`config.mk`:
```
export PLATFORM = sky130hd
export DESIGN_NAME = mips_lsu
export DESIGN_NICKNAME = d
export VERILOG_FILES = /design/src/rtl/mips_lsu.sv
export SDC_FILE = /design/constraint.sdc
export NUM_CORES = 1
export LEC_CHECK = 0
export BUFFER_PORTS_ARGS = -buffer_cell sky130_fd_sc_hd__buf_4
export CAP_MARGIN = 5
export CORE_MARGIN = 1.5
export CORE_UTILIZATION = 55
export CTS_CLUSTER_SIZE = 10
export DETAILED_ROUTE_END_ITERATION = 16
export PLACE_DENSITY = 0.84
export SYNTH_ARGS = -nofsm -noshare
export SYNTH_HDL_FRONTEND = slang
export SYNTH_SLANG_ARGS = --single-unit
```
`constraint.sdc`:
```
create_clock -name clk -period 10.3 [get_ports clk]
set_input_delay 0 -clock clk [delete_from_list [all_inputs] [get_ports clk]]
set_output_delay 0 -clock clk [all_outputs]
set_load 0.02 [all_outputs]
```
`src/rtl/mips_lsu.sv`:
```
// Load/store unit driving a single-port, word-addressed, byte-swapped data RAM.
// Optional MIPS_LSU_ALIGN_CHECK_EN: misaligned half/word requests return an error instead of being force-aligned.
module mips_lsu (
  input  logic        clk,
  input  logic        reset,
  input  logic        req_valid,
  output logic        req_ready,
  input  logic        req_we,
  input  logic [1:0]  req_size,
  input  logic        req_unsigned,
  input  logic [31:0] req_addr,
  input  logic [31:0] req_wdata,
  output logic        resp_valid,
  output logic [31:0] resp_rdata,
  output logic        resp_err,
  output logic [31:0] data_address,
  output logic        data_write,
  output logic        data_read,
  output logic [31:0] data_writedata,
  input  logic [31:0] data_readdata
);

  localparam logic [1:0] IDLE   = 2'd0;
  localparam logic [1:0] ACCESS = 2'd1;
  localparam logic [1:0] MODIFY = 2'd2;
  localparam logic [1:0] RESP   = 2'd3;

  localparam logic [1:0] SZ_BYTE = 2'd0;
  localparam logic [1:0] SZ_HALF = 2'd1;
  localparam logic [1:0] SZ_WORD = 2'd2;
  localparam logic [1:0] SZ_RSVD = 2'd3;

  logic [1:0]  state;
  logic        we_q;
  logic [1:0]  size_q;
  logic        uns_q;
  logic [31:0] addr_q;
  logic [31:0] wdata_q;
  logic        err_q;
  logic [31:0] raw_q;
  logic [31:0] rdata_q;

  logic        illegal;
  logic        is_sw;
  logic [4:0]  byte_lsb;
  logic [4:0]  half_hi_lsb;
  logic [4:0]  half_lo_lsb;
  logic [7:0]  ld_byte;
  logic [15:0] ld_half;
  logic [31:0] ld_data;
  logic [31:0] merged;

  function automatic logic [31:0] bswap(input logic [31:0] w);
    return {w[7:0], w[15:8], w[23:16], w[31:24]};
  endfunction

  always_comb begin
    illegal = (req_size == SZ_RSVD);
`ifdef MIPS_LSU_ALIGN_CHECK_EN
    if (req_size == SZ_HALF && req_addr[0])
      illegal = 1'b1;
    if (req_size == SZ_WORD && req_addr[1:0] != 2'b00)
      illegal = 1'b1;
`endif
  end

  // Big-endian offset k sits in raw bits [8k+7:8k]; halfwords ignore addr[0] (force-aligned).
  assign byte_lsb    = {addr_q[1:0], 3'b000};
  assign half_hi_lsb = {addr_q[1], 1'b0, 3'b000};
  assign half_lo_lsb = {addr_q[1], 1'b1, 3'b000};

  assign ld_byte = data_readdata[byte_lsb +: 8];
  assign ld_half = {data_readdata[half_hi_lsb +: 8], data_readdata[half_lo_lsb +: 8]};

  always_comb begin
    case (size_q)
      SZ_BYTE: ld_data = uns_q ? {24'h0, ld_byte} : {{24{ld_byte[7]}}, ld_byte};
      SZ_HALF: ld_data = uns_q ? {16'h0, ld_half} : {{16{ld_half[15]}}, ld_half};
      default: ld_data = bswap(data_readdata);
    endcase
  end

  always_comb begin
    merged = raw_q;
    if (size_q == SZ_BYTE) begin
      merged[byte_lsb +: 8] = wdata_q[7:0];
    end else begin
      merged[half_hi_lsb +: 8] = wdata_q[15:8];
      merged[half_lo_lsb +: 8] = wdata_q[7:0];
    end
  end

  assign is_sw      = we_q && (size_q == SZ_WORD);
  assign req_ready  = (state == IDLE);
  assign resp_valid = (state == RESP);
  assign resp_err   = resp_valid && err_q;
  assign resp_rdata = resp_valid ? rdata_q : '0;

  always_comb begin
    data_address   = '0;
    data_read      = 1'b0;
    data_write     = 1'b0;
    data_writedata = '0;
    if (state == ACCESS || state == MODIFY)
      data_address = {addr_q[31:2], 2'b00};
    if (state == ACCESS) begin
      if (is_sw) begin
        data_write     = 1'b1;
        data_writedata = bswap(wdata_q);
      end else begin
        data_read = 1'b1;
      end
    end else if (state == MODIFY) begin
      data_write     = 1'b1;
      data_writedata = merged;
    end
  end

  always_ff @(posedge clk or posedge reset) begin
    if (reset) begin
      state   <= IDLE;
      we_q    <= 1'b0;
      size_q  <= SZ_BYTE;
      uns_q   <= 1'b0;
      addr_q  <= '0;
      wdata_q <= '0;
      err_q   <= 1'b0;
      raw_q   <= '0;
      rdata_q <= '0;
    end else begin
      case (state)
        IDLE: begin
          if (req_valid) begin
            we_q    <= req_we;
            size_q  <= req_size;
            uns_q   <= req_unsigned;
            addr_q  <= req_addr;
            wdata_q <= req_wdata;
            err_q   <= illegal;
            rdata_q <= '0;
            state   <= illegal ? RESP : ACCESS;
          end
        end
        ACCESS: begin
          if (!we_q) begin
            rdata_q <= ld_data;
            state   <= RESP;
          end else if (size_q == SZ_WORD) begin
            state <= RESP;
          end else begin
            raw_q <= data_readdata;
            state <= MODIFY;
          end
        end
        MODIFY:  state <= RESP;
        default: state <= IDLE;
      endcase
    end
  end

endmodule

```
==> key figures <==
Status
  • Outcome: finished, final reports clean

Yosys
  • Leading post-synthesis cells by instance count: sky130_fd_sc_hd__dfrtp_1, sky130_fd_sc_hd__mux2_2, sky130_fd_sc_hd__and2_1, sky130_fd_sc_hd__nand2_1, sky130_fd_sc_hd__o21ai_0
  • Synth Area in XOR/XNOR: 0
  • Number of enable-type register cells in the synthesized netlist: 0
  • Sequential area share after synthesis: 0.464
  • Count leader, synth: sky130_fd_sc_hd__dfrtp_1
  • Share of Yosys cell area claimed by the top area cell type: 0.464
  • Post-Synthesis Cells: 649
  • Fraction of registers with async set or reset after synthesis: 1.00
  • Number of warnings issued by yosys: 0
  • Largest cells by area after synthesis: sky130_fd_sc_hd__dfrtp_1, sky130_fd_sc_hd__mux2_2, sky130_fd_sc_hd__and2_1
  • Count of unique library cells instantiated by Yosys: 49
  • Largest family of logic cells by synthesized area: multiplexers
  • Combined area of all synthesized cells: 7280 µm²
  • Cell accounting for the most synthesized area: sky130_fd_sc_hd__dfrtp_1
  • Synth Area in Adders: 0.0155
  • Multiplexer share of the synthesized area: 0.205
  • Most used flip-flop cell after synthesis: sky130_fd_sc_hd__dfrtp_1
  • Area share of and/or/nand/nor cells after synthesis: 0.123
  • Share of the synthesized area in compound gates (AO/OA/AOI/OAI): 0.152
  • Synth Register Bits: 135
  • Mean Syn Cell Area: 11.2 µm²

Setup path
  • Logic depth of the worst register-to-register path: 6
  • Critical path peak fanout: 27
  • Capturing element type of the critical path: output pin
  • Cell Chain, Critical Path: buf_4 > inv_1 > ha_1 > nor4bb_1 > nand2_1 > a221o_1 > nand2_1 > buf_4
  • Slowest cell on the critical path: sky130_fd_sc_hd__nor4bb_1
  • Count of cell instances traversed by the critical path: 8
  • Critical path launch point type: flip-flop
  • Delay of the slowest cell on the worst path: 1.05 ns
  • Crit path buffers/inverters: 3
  • Data arrival time of the critical path: 4.07 ns
  • Cell type group with the largest total delay on the critical path: simple AND/OR/NAND/NOR gates
  • Setup CP Type: reg -> out
  • Data required time of the worst path: 10.30 ns

STA
  • Final count of pins violating max slew: 0
  • Hold WS: 0.241 ns
  • Post-Route Skew: 0.00597 ns
  • Min Clock Period, post-route: 4.07 ns
  • Setup TNS: 0 ns
  • Worst max-slew margin expressed relative to the limit: 0.154
  • # setup viols final: 0
  • Worst Setup Slack, final: 6.23 ns
  • Slew at the pin closest to its max-slew limit: 1.25 ns
  • Setup repair after global routing missed its margin: no
  • Final period utilization: 0.395
  • Number of hold violations in the final report: 0
  • Max frequency: 246 MHz

Clocking
  • Insertion delay of the later-clocked pin in the worst-skew pair: 0.42 ns
  • TritonCTS sink count: 135
  • Number of buffers created by CTS: 17
  • Worst-path clk slew: 0.06 ns
  • Cell at the root of the clock tree: sky130_fd_sc_hd__clkbuf_16
  • TritonCTS clock tree: built
  • Number of post-CTS setup repair buffers: 0
  • Number of instances resized during post-cts repair: 0
  • Number of buffers inserted by hold repair at cts: 102
  • H-tree depth: 4
  • Number of buffers on the longest clock path: 2

Detailed routing
  • Detailed-route vias per instance: 6.04
  • Iteration-0 DRC Markers: 683
  • Total via count after detailed routing: 6724
  • Post-route antenna net violation count: 0
  • Residual DRC: 0
  • Detailed Routing Iterations Pass 1: 5
  • Routed wire length: 24.8 mm
  • Routed wire per std cell: 22.2 µm

Die
  • Height of the die: 118 µm
  • Area of the core: 12800 µm²
  • Horiz. Die Dim: 118 µm
  • Die area: 13900 µm²
  • I/O pin count: 204
  • Starting density of the core: 0.570
  • Number of placement rows: 41

Global routing
  • Number of antenna violations at the first check in global routing: 1
  • Maximum number of pins on one net before global-route repair: 86
  • Global-route congestion overflow total: 0
  • Total GRT Usage: 0.360
  • Via count of the first global-routing pass: 6981
  • Wire length of the first global-routing pass: 38.9 mm

Cells and area
  • Layout overhead on the synthesized area: 43.3%
  • Share of cells above drive strength 1: 0.407
  • Total of fill cells in the finished design: 683
  • Fin nets: 1040
  • Final instance count without filler cells: 1113

Place
  • Port Buffers: 201
  • Pre-CTS setup slack: 6.99 ns
  • Placed wire-length estimate: 15.0 mm
  • Routability Congestion: 0.886
  • Cell count after placement: 979

Power
  • Leakage Power: 4.81 nW
  • Pwr/cell area: 322 nW/µm²
  • Maximum ir drop on the vdd rail: 0.291 mV

Run
  • Reported max-cap violation count: 0

Hold path
  • Worst hold-check path type: in -> async
-- registers in the layout, indices dropped and copies added (netlist names) --
name and flops:
state 2, uns_q 1, we_q 1, err_q 1
addr_q 32, wdata_q 32, rdata_q 32, size_q 2
raw_q 32
-- cells by family (layout without fill, tap and decap cells) --
| logic type | after synthesis | count (layout) |
|---|---|---|
| other | 1 | 3 |
| adder cells (fa/ha/maj) | 9 | 9 |
| AO/OA/AOI/OAI | 142 | 142 |
| flip-flops | 135 | 135 |
| buffers and inverters | 66 | 356 |
| multiplexers | 133 | 133 |
| AND/OR/NAND/NOR | 163 | 163 |
-- area by class of cell --
cell class                 instances  area, µm²  area share
multi-input combinational        449       3610       0.347
sequential                       135       3380       0.324
timing repair buffer             309       2570       0.247
clock buffer                      21        480      0.0461
tap                              172        215      0.0206
clock inverter                    10       96.3     0.00924
inverter                          16       62.6     0.00600
antenna                            1       2.50    0.000240
-- per-layer routing --
layer	up-vias	routed length, µm	track usage
li1	2923	-	-
met1	3298	9460	0.448
met2	433	12300	0.604
met3	70	2110	0.0872
met4	0	897	0.141
met5	-	0	0
-- layout by cell type (no fill, tap or decap), types with 2 or more instances in the layout --
cell type	Yosys	routed
sky130_fd_sc_hd__a21o_1	6	6
sky130_fd_sc_hd__a21oi_1	16	16
sky130_fd_sc_hd__a221o_1	25	25
sky130_fd_sc_hd__a221o_2	10	10
sky130_fd_sc_hd__a221oi_1	22	22
sky130_fd_sc_hd__a22o_1	4	4
sky130_fd_sc_hd__a22oi_1	4	4
sky130_fd_sc_hd__a32o_1	4	4
sky130_fd_sc_hd__a32oi_1	3	3
sky130_fd_sc_hd__and2_1	72	72
sky130_fd_sc_hd__buf_4	4	207
sky130_fd_sc_hd__clkbuf_16	0	17
sky130_fd_sc_hd__clkbuf_8	0	4
sky130_fd_sc_hd__clkinv_1	2	2
sky130_fd_sc_hd__clkinv_2	0	2
sky130_fd_sc_hd__clkinv_4	0	2
sky130_fd_sc_hd__clkinvlp_4	0	4
sky130_fd_sc_hd__conb_1	1	2
sky130_fd_sc_hd__dfrtp_1	135	135
sky130_fd_sc_hd__dlygate4sd3_1	0	102
sky130_fd_sc_hd__ha_1	9	9
sky130_fd_sc_hd__inv_1	14	13
sky130_fd_sc_hd__mux2_2	123	123
sky130_fd_sc_hd__mux2i_1	9	9
sky130_fd_sc_hd__nand2_1	56	55
sky130_fd_sc_hd__nand2b_1	5	5
sky130_fd_sc_hd__nand3b_1	2	2
sky130_fd_sc_hd__nor2_1	8	7
sky130_fd_sc_hd__nor2_2	1	2
sky130_fd_sc_hd__nor2b_1	3	3
sky130_fd_sc_hd__nor3_1	2	2
sky130_fd_sc_hd__nor3b_1	4	4
sky130_fd_sc_hd__o211ai_1	3	3
sky130_fd_sc_hd__o21ai_0	38	38
sky130_fd_sc_hd__or2_2	2	2
-- power breakdown --
group          total, mW  leakage (nW)  switching (mW)  internal (mW)
Sequential          1.09          1.65           0.293          0.795
Clock              0.593         0.274           0.236          0.357
Combinational       1.67          2.89           0.884          0.787
-- final timing paths --
kind | slack (ns) | end | start
max | 6.23 | data_writedata[26] | addr_q[1]$_DFFE_PP0P_
min | 0.24 | rdata_q[15]$_DFFE_PP0P_ | reset
max reg2reg | 7.57 | rdata_q[31]$_DFFE_PP0P_ | state[1]$_DFFE_PP0P_
min reg2reg | 0.48 | rdata_q[8]$_DFFE_PP0P_ | rdata_q[8]$_DFFE_PP0P_
max in group asynchronous | 8.56 | raw_q[0]$_DFFE_PP0P_ | reset
min in group clk | 0.35 | wdata_q[24]$_DFFE_PP0P_ | req_wdata[24]
-- stage by stage --
stage	total power, mW	utilization	instance area [µm²]
2_1_floorplan	2.09	-	7280
3_3_place_gp	2.56	0.691	8820
3_5_place_dp	2.63	0.691	8820
4_1_cts	3.26	0.816	10400
5_1_grt	3.49	0.816	10400
6_report	3.35	0.816	10400
-- worst reg2reg max path, cell delays in order (launching register included) --
cell	delay (ns)
sky130_fd_sc_hd__dfrtp_1	0.40
sky130_fd_sc_hd__inv_1	0.11
sky130_fd_sc_hd__ha_1	0.32
sky130_fd_sc_hd__nand2b_1	0.22
sky130_fd_sc_hd__nand3b_1	0.44
sky130_fd_sc_hd__a2111oi_4	0.92
sky130_fd_sc_hd__a221o_1	0.25
Note: power is estimated with default switching activity, not from simulation.
